**config.mk**
```make
export PLATFORM = sky130hd
export DESIGN_NAME = seq_divider_4bit_ctrl
export DESIGN_NICKNAME = d
export VERILOG_FILES = /design/src/rtl/au_div_pkg.sv /design/src/rtl/mux2_1_4bit.sv /design/src/rtl/restoring_divider_cell.sv /design/src/rtl/subtractor_4bit.sv /design/src/rtl/seq_divider_4bit_ctrl.sv
export SDC_FILE = /design/constraint.sdc
export NUM_CORES = 1
export LEC_CHECK = 0
export ABC_CLOCK_PERIOD_IN_PS = 2400
export BUFFER_PORTS_ARGS = -buffer_cell sky130_fd_sc_hd__buf_4
export CORE_AREA = 2 2 64 66
export DETAILED_ROUTE_END_ITERATION = 10
export DIE_AREA = 0 0 66 68
export GPL_ROUTABILITY_DRIVEN = 0
export GPL_TIMING_DRIVEN = 0
export HOLD_SLACK_MARGIN = 0.06
export PLACE_DENSITY = 0.56
export SETUP_SLACK_MARGIN = 0.3
export SYNTH_ARGS = -nofsm -noshare
export SYNTH_HDL_FRONTEND = slang
export SYNTH_SLANG_ARGS = --single-unit
```
**constraint.sdc**
```tcl
create_clock -name clk -period 2.4 [get_ports clk]
set_clock_uncertainty 0.05 [all_clocks]
set_input_delay 0.24 -clock clk [delete_from_list [all_inputs] [get_ports clk]]
set_output_delay 0.24 -clock clk [all_outputs]
set_load 0.1 [all_outputs]
```
**src/rtl/au_div_pkg.sv**
```systemverilog
// Shared definitions for the arithmetic-unit sequential divider.
//   DIV_WIDTH          operand width the divider cell supports
//   DIV_STEPS          iterations per division (one dividend bit each)
//   DIV_ZERO_QUOTIENT  quotient produced naturally when the divisor is zero
//   state_t            controller state encoding (2-bit)
package au_div_pkg;

  localparam int DIV_WIDTH = 4;
  localparam int DIV_STEPS = 4;

  // With divisor == 0 the cell never borrows, so every quotient bit is 1.
  localparam logic [DIV_WIDTH-1:0] DIV_ZERO_QUOTIENT = 4'hF;

  typedef enum logic [1:0] {
    ST_IDLE = 2'd0,
    ST_RUN  = 2'd1,
    ST_DONE = 2'd2
  } state_t;

endpackage

```
**src/rtl/mux2_1_4bit.sv**
```systemverilog
// 4-bit 2:1 multiplexer.
//   sel  select (0 -> d0, 1 -> d1)
//   d0   input chosen when sel = 0
//   d1   input chosen when sel = 1
//   y    selected value
module mux2_1_4bit (
  input  logic       sel,
  input  logic [3:0] d0,
  input  logic [3:0] d1,
  output logic [3:0] y
);

  assign y = sel ? d1 : d0;

endmodule

```
**src/rtl/restoring_divider_cell.sv**
```systemverilog
// One iteration of 4-bit restoring division.
//   partial_rem_in   remainder from the previous iteration
//   dividend_bit     next dividend bit (MSB first)
//   divisor          divisor
//   partial_rem_out  remainder after this iteration
//   quotient_bit     quotient bit produced by this iteration
module restoring_divider_cell (
  input  logic [3:0] partial_rem_in,
  input  logic       dividend_bit,
  input  logic [3:0] divisor,
  output logic [3:0] partial_rem_out,
  output logic       quotient_bit
);

  logic [3:0] shifted;
  logic [3:0] diff;
  logic       borrow;

  // Bring in the next dividend bit. Bit 3 of the incoming remainder is
  // shifted out here, but it still decides the outcome below.
  assign shifted = {partial_rem_in[2:0], dividend_bit};

  subtractor_4bit sub (
    .a      (shifted),
    .b      (divisor),
    .diff   (diff),
    .borrow (borrow)
  );

  // If a 1 was shifted out of the top, the true shifted value is at least 16
  // and is always >= divisor; the 4-bit difference is still exact.
  assign quotient_bit = partial_rem_in[3] | ~borrow;

  mux2_1_4bit restore_mux (
    .sel (quotient_bit),
    .d0  (shifted),
    .d1  (diff),
    .y   (partial_rem_out)
  );

endmodule

```
**src/rtl/subtractor_4bit.sv**
```systemverilog
// 4-bit unsigned subtractor.
//   a, b    operands (computes a - b)
//   diff    difference modulo 16
//   borrow  1 when a < b
module subtractor_4bit (
  input  logic [3:0] a,
  input  logic [3:0] b,
  output logic [3:0] diff,
  output logic       borrow
);

  logic [4:0] full;

  assign full   = {1'b0, a} - {1'b0, b};
  assign diff   = full[3:0];
  assign borrow = full[4];

endmodule

```
**src/rtl/seq_divider_4bit_ctrl.sv**
```systemverilog
// Multi-cycle 4-bit unsigned divider controller. Reuses one
// restoring_divider_cell for STEPS cycles, one dividend bit per cycle, MSB
// first. Operands arrive and results leave through valid/ready handshakes.
//   clk, rst                  clock, asynchronous active-high reset
//   in_valid / in_ready       operand handshake (in_ready high only in IDLE)
//   dividend, divisor         unsigned operands, sampled on acceptance
//   out_valid / out_ready     result handshake
//   quotient, remainder       registered result, held until the next result
//   div_by_zero               result was produced with divisor == 0
//   busy                      high while iterating
module seq_divider_4bit_ctrl
  import au_div_pkg::*;
#(
  parameter int WIDTH = DIV_WIDTH,
  parameter int STEPS = WIDTH
) (
  input  logic             clk,
  input  logic             rst,
  input  logic             in_valid,
  output logic             in_ready,
  input  logic [WIDTH-1:0] dividend,
  input  logic [WIDTH-1:0] divisor,
  output logic             out_valid,
  input  logic             out_ready,
  output logic [WIDTH-1:0] quotient,
  output logic [WIDTH-1:0] remainder,
  output logic             div_by_zero,
  output logic             busy
);

  // The shared cell is hard-wired to 4 bits; refuse any other geometry.
  if (WIDTH != DIV_WIDTH || STEPS != DIV_STEPS) begin : g_width_check
    $error("seq_divider_4bit_ctrl supports only WIDTH = STEPS = 4");
  end

  localparam int                 CNT_W     = $clog2(STEPS);
  localparam logic [CNT_W-1:0]   LAST_STEP = CNT_W'(STEPS - 1);

  state_t             state;
  logic [WIDTH-1:0]   div_r;
  logic [WIDTH-1:0]   dvd_r;
  logic [WIDTH-1:0]   rem_r;
  // Only the low WIDTH-1 quotient bits are ever shifted on into the final
  // quotient, so the top bit of the shift register is not stored.
  logic [WIDTH-2:0]   q_r;
  logic               div_by_zero_r;
  logic [CNT_W-1:0]   step_cnt;

  logic [WIDTH-1:0]   cell_rem;
  logic               cell_qbit;
  logic [WIDTH-1:0]   q_next;

  restoring_divider_cell div_cell (
    .partial_rem_in  (rem_r),
    .dividend_bit    (dvd_r[WIDTH-1]),
    .divisor         (div_r),
    .partial_rem_out (cell_rem),
    .quotient_bit    (cell_qbit)
  );

  assign q_next   = {q_r, cell_qbit};
  assign in_ready = (state == ST_IDLE);
  assign busy     = (state == ST_RUN);

  always_ff @(posedge clk or posedge rst) begin
    if (rst) begin
      state         <= ST_IDLE;
      div_r         <= '0;
      dvd_r         <= '0;
      rem_r         <= '0;
      q_r           <= '0;
      div_by_zero_r <= 1'b0;
      step_cnt      <= '0;
      out_valid     <= 1'b0;
      quotient      <= '0;
      remainder     <= '0;
      div_by_zero   <= 1'b0;
    end else begin
      case (state)
        ST_IDLE: begin
          if (in_valid && in_ready) begin
            div_r         <= divisor;
            dvd_r         <= dividend;
            rem_r         <= '0;
            q_r           <= '0;
            div_by_zero_r <= (divisor == '0);
            step_cnt      <= '0;
            state         <= ST_RUN;
          end
        end

        ST_RUN: begin
          rem_r    <= cell_rem;
          q_r      <= q_next[WIDTH-2:0];
          dvd_r    <= {dvd_r[WIDTH-2:0], 1'b0};
          step_cnt <= step_cnt + 1'b1;
          // Final iteration: publish the values the shift registers would
          // take on this edge so the result appears without an extra cycle.
          if (step_cnt == LAST_STEP) begin
            quotient    <= q_next;
            remainder   <= cell_rem;
            div_by_zero <= div_by_zero_r;
            out_valid   <= 1'b1;
            state       <= ST_DONE;
          end
        end

        ST_DONE: begin
          if (out_valid && out_ready) begin
            out_valid <= 1'b0;
            state     <= ST_IDLE;
          end
        end

        default: begin
          state <= ST_IDLE;
        end
      endcase
    end
  end

endmodule

```
# After elaboration in Yosys (flattened, before gate mapping)
# Index checks and enable logic that the tools add are counted.
word_totals:
  regBits: 30
  in_bits: 12
  out_inout_bits: 12
  wordCells: 48
op_classes:
  addsub: 2
  eq_ne: 6
  mux: 16
  bitwise_logic: 2
  n_reduce_logical: 11
op_table:
  columns: ["cell", "count"]
  rows:
  - ["one-hot mux 4 bit (2 select lines)", 2]
  - ["2-to-1 mux 4 bit", 3]
  - ["2-to-1 mux 2 bit", 4]
  - ["one-hot mux 2 bit (3 select lines)", 1]
  - ["one-hot mux 3 bit (2 select lines)", 1]
  - ["AND reduction 2 bit", 3]
  - ["AND reduction 3 bit", 2]
  - ["subtractor 4 x 4 -> 5 bit", 1]
  - ["equality test 2 bit (second input constant)", 2]
  - ["zero test 4 bit", 1]
  - ["!= test 2 x 1 -> 1 bit (second input constant)", 2]
  - ["one-hot mux 2 bit (2 select lines)", 1]
  - ["nonzero test 2 bit", 2]
  - ["2-to-1 mux 3 bit", 1]
  - ["adder 2 x 1 -> 2 bit (second input constant)", 1]
  - ["equality test 2 x 1 -> 1 bit (second input constant)", 1]
  - ["logical AND 1 bit", 2]
  - ["zero test 2 bit", 1]
  - ["2-to-1 mux 1 bit", 2]
  - ["!= test 2 bit (second input constant)", 1]
  - ["one-hot mux 1 bit (2 select lines)", 1]
  - ["inverter 1 bit", 1]
  - ["OR 1 bit", 1]

# Logic depth before layout (Yosys ltp)
# Gate-level depths: netlist of run 1.
logic_depth:
  word_depth: 5
  depth_mapped: 9
  depth_no_buf: 9

# Modules after synthesis
# From an unflattened synthesis of run 1, not the netlist that was laid out.
unflattened:
  hier_cells: 136
  area_unflattened_um2: 1536.5
modules_own_cells:
  columns: ["mod", "n_inst", "cells_each", "area_per_inst_um2", "seq_area_each_um2"]
  rows:
  - ["seq_divider_4bit_ctrl", 1, 113, 1347.5, 750.7]
  - ["subtractor_4bit", 1, 18, 137.6, 0.0]
  - ["mux2_1_4bit", 1, 4, 45.0, 0.0]
  - ["restoring_divider_cell", 1, 1, 6.3, 0.0]

# Worst setup path before layout of run 1
# Ideal clock, no wire load.
synth_path:
  path_type: "flip-flop to flip-flop"
  startpoint: "register state[0]"
  endpoint: "register dvd_r[1]"
  setup_time_ns: 0.128
  arrival_ns: 2.088
  required_ns: 2.222
  setup_slack_ns: 0.135
  stages_incl_launch_ff: 6
  path_buffers: 1
  period_less_slack_ns: 2.265
  path_cell_list: "dfrtp_1 -> inv_1 -> ha_1 -> mux2i_2 -> buf_2 -> o21ai_0"
synth_between:
  elab_chain_len: 4
  word_cells_on_any_way: 7
  cone_classes: "eq/ne: 2; mux: 1; reduce/logical: 4"
synth_rtl:
  columns: ["element", "line", "text"]
  rows:
  - ["start, declared", "seq_divider_4bit_ctrl.sv:39", "state_t state;"]
  - ["start signal, assigned", "seq_divider_4bit_ctrl.sv:67", "state <= ST_IDLE;"]
  - ["start signal, assigned", "seq_divider_4bit_ctrl.sv:88", "state <= ST_RUN;"]
  - ["start signal, assigned", "seq_divider_4bit_ctrl.sv:104", "state <= ST_DONE;"]
  - ["zero test 2 bit *", "seq_divider_4bit_ctrl.sv:62", "assign in_ready = (state == ST_IDLE);"]
  - ["named net in_ready", "seq_divider_4bit_ctrl.sv:20", "output logic in_ready,"]
  - ["logical AND 1 bit", "seq_divider_4bit_ctrl.sv:81", "if (in_valid && in_ready) begin"]
  - ["!= test 2 x 1 -> 1 bit (no source line)", null, null]
  - ["AND reduction 2 bit (no source line)", null, null]
  - ["end signal, assigned", "seq_divider_4bit_ctrl.sv:83", "dvd_r <= dividend;"]
  - ["end signal, assigned", "seq_divider_4bit_ctrl.sv:95", "dvd_r <= {dvd_r[WIDTH-2:0], 1'b0};"]
  - ["end, declared", "seq_divider_4bit_ctrl.sv:41", "logic [WIDTH-1:0] dvd_r;"]
# The timed path passes the listed nets; every way through them passes the cells marked *.
# A chain may end at the register's enable or synchronous reset.

# Worst setup path after layout of run 1
layout_path:
  startpoint: "register dvd_r[3]"
  endpoint: "register rem_r[2]"
layout_between:
  elab_chain_len: 5
layout_rtl:
  columns: ["element", "line", "text"]
  rows:
  - ["subtractor 4 x 4 -> 5 bit *", "subtractor_4bit.sv:14", "assign full = {1'b0, a} - {1'b0, b};"]
  - ["inverter 1 bit", "restoring_divider_cell.sv:32", "assign quotient_bit = partial_rem_in[3] | ~borrow;"]
  - ["OR 1 bit", "restoring_divider_cell.sv:32", null]
  - ["2-to-1 mux 4 bit *", "mux2_1_4bit.sv:13", "assign y = sel ? d1 : d0;"]
  - ["one-hot mux 4 bit (2 select lines) *", "seq_divider_4bit_ctrl.sv:79", "case (state)"]
  - ["end signal, assigned", "seq_divider_4bit_ctrl.sv:93", "rem_r <= cell_rem;"]
  - ["end, declared", "seq_divider_4bit_ctrl.sv:42", "logic [WIDTH-1:0] rem_r;"]
# Every way passes the cells marked *; elsewhere a longest branch is shown, timed or not.

==> results of run 1 <==
[per-layer routing]
metal  vias to the layer above  wire (um)  GRT usage (%)
li1                        506          -              -
met3                         5        101          4.441
met5                         -          0              0
met4                         0         48          7.653
met1                       501       1125          15.49
met2                        19       1454          25.88
[worst paths after layout]
path / to
hold / removal: div_r[3]$_DFFE_PP0P_
setup / recovery: rem_r[2]$_DFFE_PP0P_
min in group asynchronous: dvd_r[0]$_DFFE_PP0P_
max in group asynchronous: quotient[3]$_DFFE_PP0P_
setup reg to reg: rem_r[2]$_DFFE_PP0P_
hold reg to reg: remainder[0]$_DFFE_PP0P_
[kinds of logic after synthesis]
logic type               after synthesis  share of synthesized area (%)
flip-flops                            30                          51.99
buffers and inverters                 14                          4.333
AO/OA/AOI/OAI                         28                          12.56
XOR/XNOR                               2                          1.213
adder cells (fa/ha/maj)               10                          9.186
multiplexers                          15                          11.44
AND/OR/NAND/NOR                       32                          9.273
[area by class of cell]
class	count	area, um2
fill	405	2081
inverter	11	41.29
sequential	30	750.7
clock inverter	1	5.005
timing repair buffer	23	172.7
buffer	3	21.27
tap	50	62.56
clock buffer	7	86.33
multi-input combinational	87	635.6
[cells in the mapped netlist (2+ instances only)]
cell type	number	area (um2)
mux2i_1	5	50.05
nor2_1	3	11.26
inv_1	11	41.29
buf_2	2	10.01
nand2_1	24	90.09
mux2_2	9	101.4
a22o_1	5	43.79
ha_1	9	112.6
dfrtp_1	30	750.7
o21ai_0	18	90.09
[through the flow]
step / hold WS [ps] / utilization (%) / cells
floorplan: 280.8 / - / 131
global placement: 413.6 / 43.67 / 204
detailed placement: 422.7 / 43.67 / 204
CTS: 143.6 / 46.04 / 212
global route: 144.3 / 46.04 / 212
finish: 158.4 / 46.04 / 212
[sequential cells by signal (all words and copies together) (netlist names), 2 cells and up]
signal     cells
div_r          4
step_cnt       2
quotient       4
rem_r          4
q_r            3
dvd_r          4
remainder      4
state          2
==> qor.yml, run 1 <==
status: "completed"
crit_buf_inv: 2
vias: 1031
portBuffers: 23
cts-buffers-inserted: 5
cp.arrival_ps: 1920
drtIter0Drc: 41
clockBufferDepth: 2
grt_pass1_wl_um: 4705
ys_ff_latch: 30
fp.dieW_um: 66
hold_start: "divisor[3]"
place_hpwl_um: 2076
synth_fp_nets: 153
slowest_stage: "fa_1"
clock-root-buffer: "clkbuf_8"
grt_util_all_layers_pct: 14.50
fin_crit_sh_pct: 75.82
grt_pass1_vias: 1060
core_area_um2: 3856
min_path_type: "primary input to register"
fmax_mhz: 549.6
avgSynthCellArea_um2: 11.02
min_period_ps: 1820
finalHoldViolCount: 0
async_flop_share_pct: 100.0
cts_tree: "done"
ys.flop_type: "dfrtp_1"
post_cts_resized: 0
worstSetupPathType: "register to register"
cts_htree_levels: 2
n_antenna_cell: 0
cts_sinks: 30
fin_setup_tns_ps: 0
antenna_left: 0
synth_edf_count: 0
crit_fanout: 8
synth_cells: 131
area_delta_synth_final_pct: 22.96
nets: 183
yosysWarnings: 0
rsz0062_at_grt: "false"
via_per_inst: 4.863
wl_per_cell_um: 12.87
clk_latency_ps: 270
hold_depth: 2
rrSetupSlack_ps: 580
rr_worst_depth: 8
antenna_found_initial: 0
place_area_um2: 1684
slowest_delay_ps: 400
cp_num_cells: 8
die_h_um: 68
setup_viol: 0
postCtsHoldBufs: 0
crit_family: "adder cells"
drc: 0
critPathCaptureType: "register"
final_cell_mix: "30 x dfrtp_1, 24 x nand2_1, 23 x buf_4, 18 x o21ai_0, 11 x inv_1"
design_area_um2: 1775
drive_above_1_share_pct: 30.25
slew_headroom_pct: 25.11
pre_cts_slack_ps: 563.7
post_cts_buffers: 0
fin_ws_ps: 580.4
ios: 24
grt_max_degree: 31
drt-pass1-iter-count: 4
cp_data_required_time_ps: 2500
start_util_pct: 37.44
finalMaxSlewViolations: 0
reg2reg_from: "dvd_r[3]$_DFFE_PP0P_"
startpoint_type: "register"
tightest_slew_ps: 1122
num_rows: 23
overflow: 0
finalWirelength_um: 2729
cap_violations: 0
crit_path_start: "dvd_r[3]$_DFFE_PP0P_"
clkTransAtPathRegs_ps: 60
cp_cell_sequence: "inv_1, ha_1, inv_1, fa_1, nand3_1, nand2_2, o21ai_0, o21ai_0"
dieArea_um2: 4488
ys_types: 25
final_common_cell: "dfrtp_1"
ys_seq_area_share_pct: 51.99
syn_area_um2: 1444
Power of run 1 is not shown: default switching activity piles up to over one toggle a cycle in this logic, so the estimate is an artifact.
==> run 2, diff against run 1 <==
ABC_CLOCK_PERIOD_IN_PS = 1600   (was 2400)
PLACE_DENSITY = 0.58   (was 0.56)
clock period = 1.6 ns   (was 2.4 ns; I/O delays follow)
==> run 2 against run 1 <==
  * The flow now finishes with violations (negative setup slack)
  * Routed wire length is 20% higher
  * Setup slack worse by 690 ps
  * Global-route usage rose by 1.7 points
  * Final area grew 28%
  * Worst hold slack got worse by 90 ps
  * Final cell count increased by 10%
  * Critical path depth unchanged
  * Critical path type unchanged
  * Critical endpoint is now q_r[0]$_DFFE_PP0P_
  * Highest routed layer unchanged
==> qor.yml, run 2 (synthesized netlist as in run 1, its figures left out) <==
drc: 0  # unchanged
drt-pass1-iter-count: 4  # unchanged
rsz0062_at_grt: "true"
fp.dieW_um: 66  # unchanged
ios: 24  # unchanged
n_antenna_cell: 0  # unchanged
cp.arrival_ps: 1830  # -90 ps
wl_per_cell_um: 13.98  # +8.6%
nets: 206  # +13%
final_common_cell: "buf_4"
status: "complete, but fails checks"
slew_headroom_pct: 24.69  # -0.42 points
finalWirelength_um: 3271  # +20%
fillers: 333  # -18%
start_util_pct: 37.44  # unchanged
antenna_found_initial: 0  # unchanged
via_per_inst: 4.863  # about the same
critPathCaptureType: "register"
antenna_left: 0  # unchanged
crit_fanout: 8  # unchanged
core_area_um2: 3856  # unchanged
grt_pass1_vias: 1222  # +15%
fin_ws_ps: -109.8  # -690.2 ps
min_path_type: "primary input to register"
cp_cell_sequence: "inv_1, ha_1, inv_1, fa_2, nand3_4, nand2_8, buf_4, a22o_1"
cts_sinks: 30  # unchanged
crit_family: "adder cells"
crit_buf_inv: 3  # +1
fin_crit_sh_pct: 106.9  # +31 points
area_delta_synth_final_pct: 57.63
clk_latency_ps: 280  # about the same
finalHoldViolCount: 0  # unchanged
overflow: 0  # unchanged
dieArea_um2: 4488  # unchanged
cp_common_cell: "inv_1"
place_hpwl_um: 2035  # -2.0%
num_rows: 23  # unchanged
clock-root-buffer: "clkbuf_8"
worstSetupPathType: "register to register"
grt_max_degree: 31  # unchanged
pre_cts_slack_ps: -146.2  # -709.9 ps
drtIter0Drc: 46  # +12%
startpoint_type: "register"
finalMaxSlewViolations: 0  # unchanged
setup_viol: 10  # +10
cts_htree_levels: 2  # unchanged
vias: 1138  # +10%
min_period_ps: 1710  # -109.8 ps
tightest_slew_ps: 1128  # +6.283 ps
final_cell_mix: "33 x buf_4, 29 x dfrtp_1, 18 x nand2_1, 11 x o21ai_1, 10 x buf_6"
slowest_stage: "dfrtp_1"
fin_hold_ws_ps: 68.75  # -89.65 ps
portBuffers: 23  # unchanged
clkTransAtPathRegs_ps: 60  # about the same
cap_violations: 0  # unchanged
cp_data_required_time_ps: 1720  # -780 ps
die_h_um: 68  # unchanged
clockBufferDepth: 2  # unchanged
cts_tree: "done"
cts-buffers-inserted: 5  # unchanged
slowest_delay_ps: 380  # -20 ps
violations: "negative setup slack"
fin_util_pct: 59.02  # +13 points
drive_above_1_share_pct: 51.09  # +21 points
grt_util_all_layers_pct: 16.19  # +1.7 points
fmax_mhz: 584.9  # +6.4%
grt_pass1_wl_um: 5361  # +14%
[run 2: final cells by class]
type	instances	area [um2]	share of cell area [%]
multi-input combinational	87	868.3	38.15
sequential	30	752.0	33.04
timing repair buffer	46	437.9	19.24
clock buffer	7	76.32	3.353
tap	50	62.56	2.749
inverter	11	41.29	1.814
buffer	3	37.54	1.649
[run 2: worst paths after layout]
| path | from | end | slack [ps] | cells past startpoint |
|---|---|---|---|---|
| worst max-delay path | dvd_r[3]$_DFFE_PP0P_ | q_r[0]$_DFFE_PP0P_ | -110 | 8 |
| worst min-delay path | divisor[3] | div_r[3]$_DFFE_PP0P_ | 70 | 2 |
| worst max register to register | dvd_r[3]$_DFFE_PP0P_ | q_r[0]$_DFFE_PP0P_ | -110 | 8 |
| worst min register to register | remainder[1]$_DFFE_PP0P_ | remainder[1]$_DFFE_PP0P_ | 440 | 2 |
| max in group asynchronous | rst | out_valid$_DFFE_PP0P_ | 620 | 2 |
| min in group asynchronous | rst | div_by_zero_r$_DFFE_PP0P_ | 120 | 2 |
[run 2: stage by stage]
stage / instance area, um2 / instances / setup TNS [ps]
after floorplan: 1510 / 131 / 0
after global placement: 1745 / 204 / -561.2
after detailed placement: 1745 / 204 / -693.0
after CTS: 2029 / 225 / -531.1
after global routing: 2276 / 234 / -1690
final: 2276 / 234 / -750.8
[run 2: metal layers]
layer | global-route usage, % | up-vias | routed length, um
met4 | 7.398 | 0 | 65
met2 | 29.04 | 21 | 1728
met3 | 3.618 | 8 | 114
met1 | 18.53 | 555 | 1362
li1 | - | 554 | -
met5 | 0 | - | 0
[run 2: repair_timing]
action	in CTS	in global routing
buffers inserted	14	8
pin swaps	10	11
resized for setup	25	35
cloned	0	1
setup endpoints to repair	29	32
hold buffers	0	0
Power of run 2 is left out for the same reason.
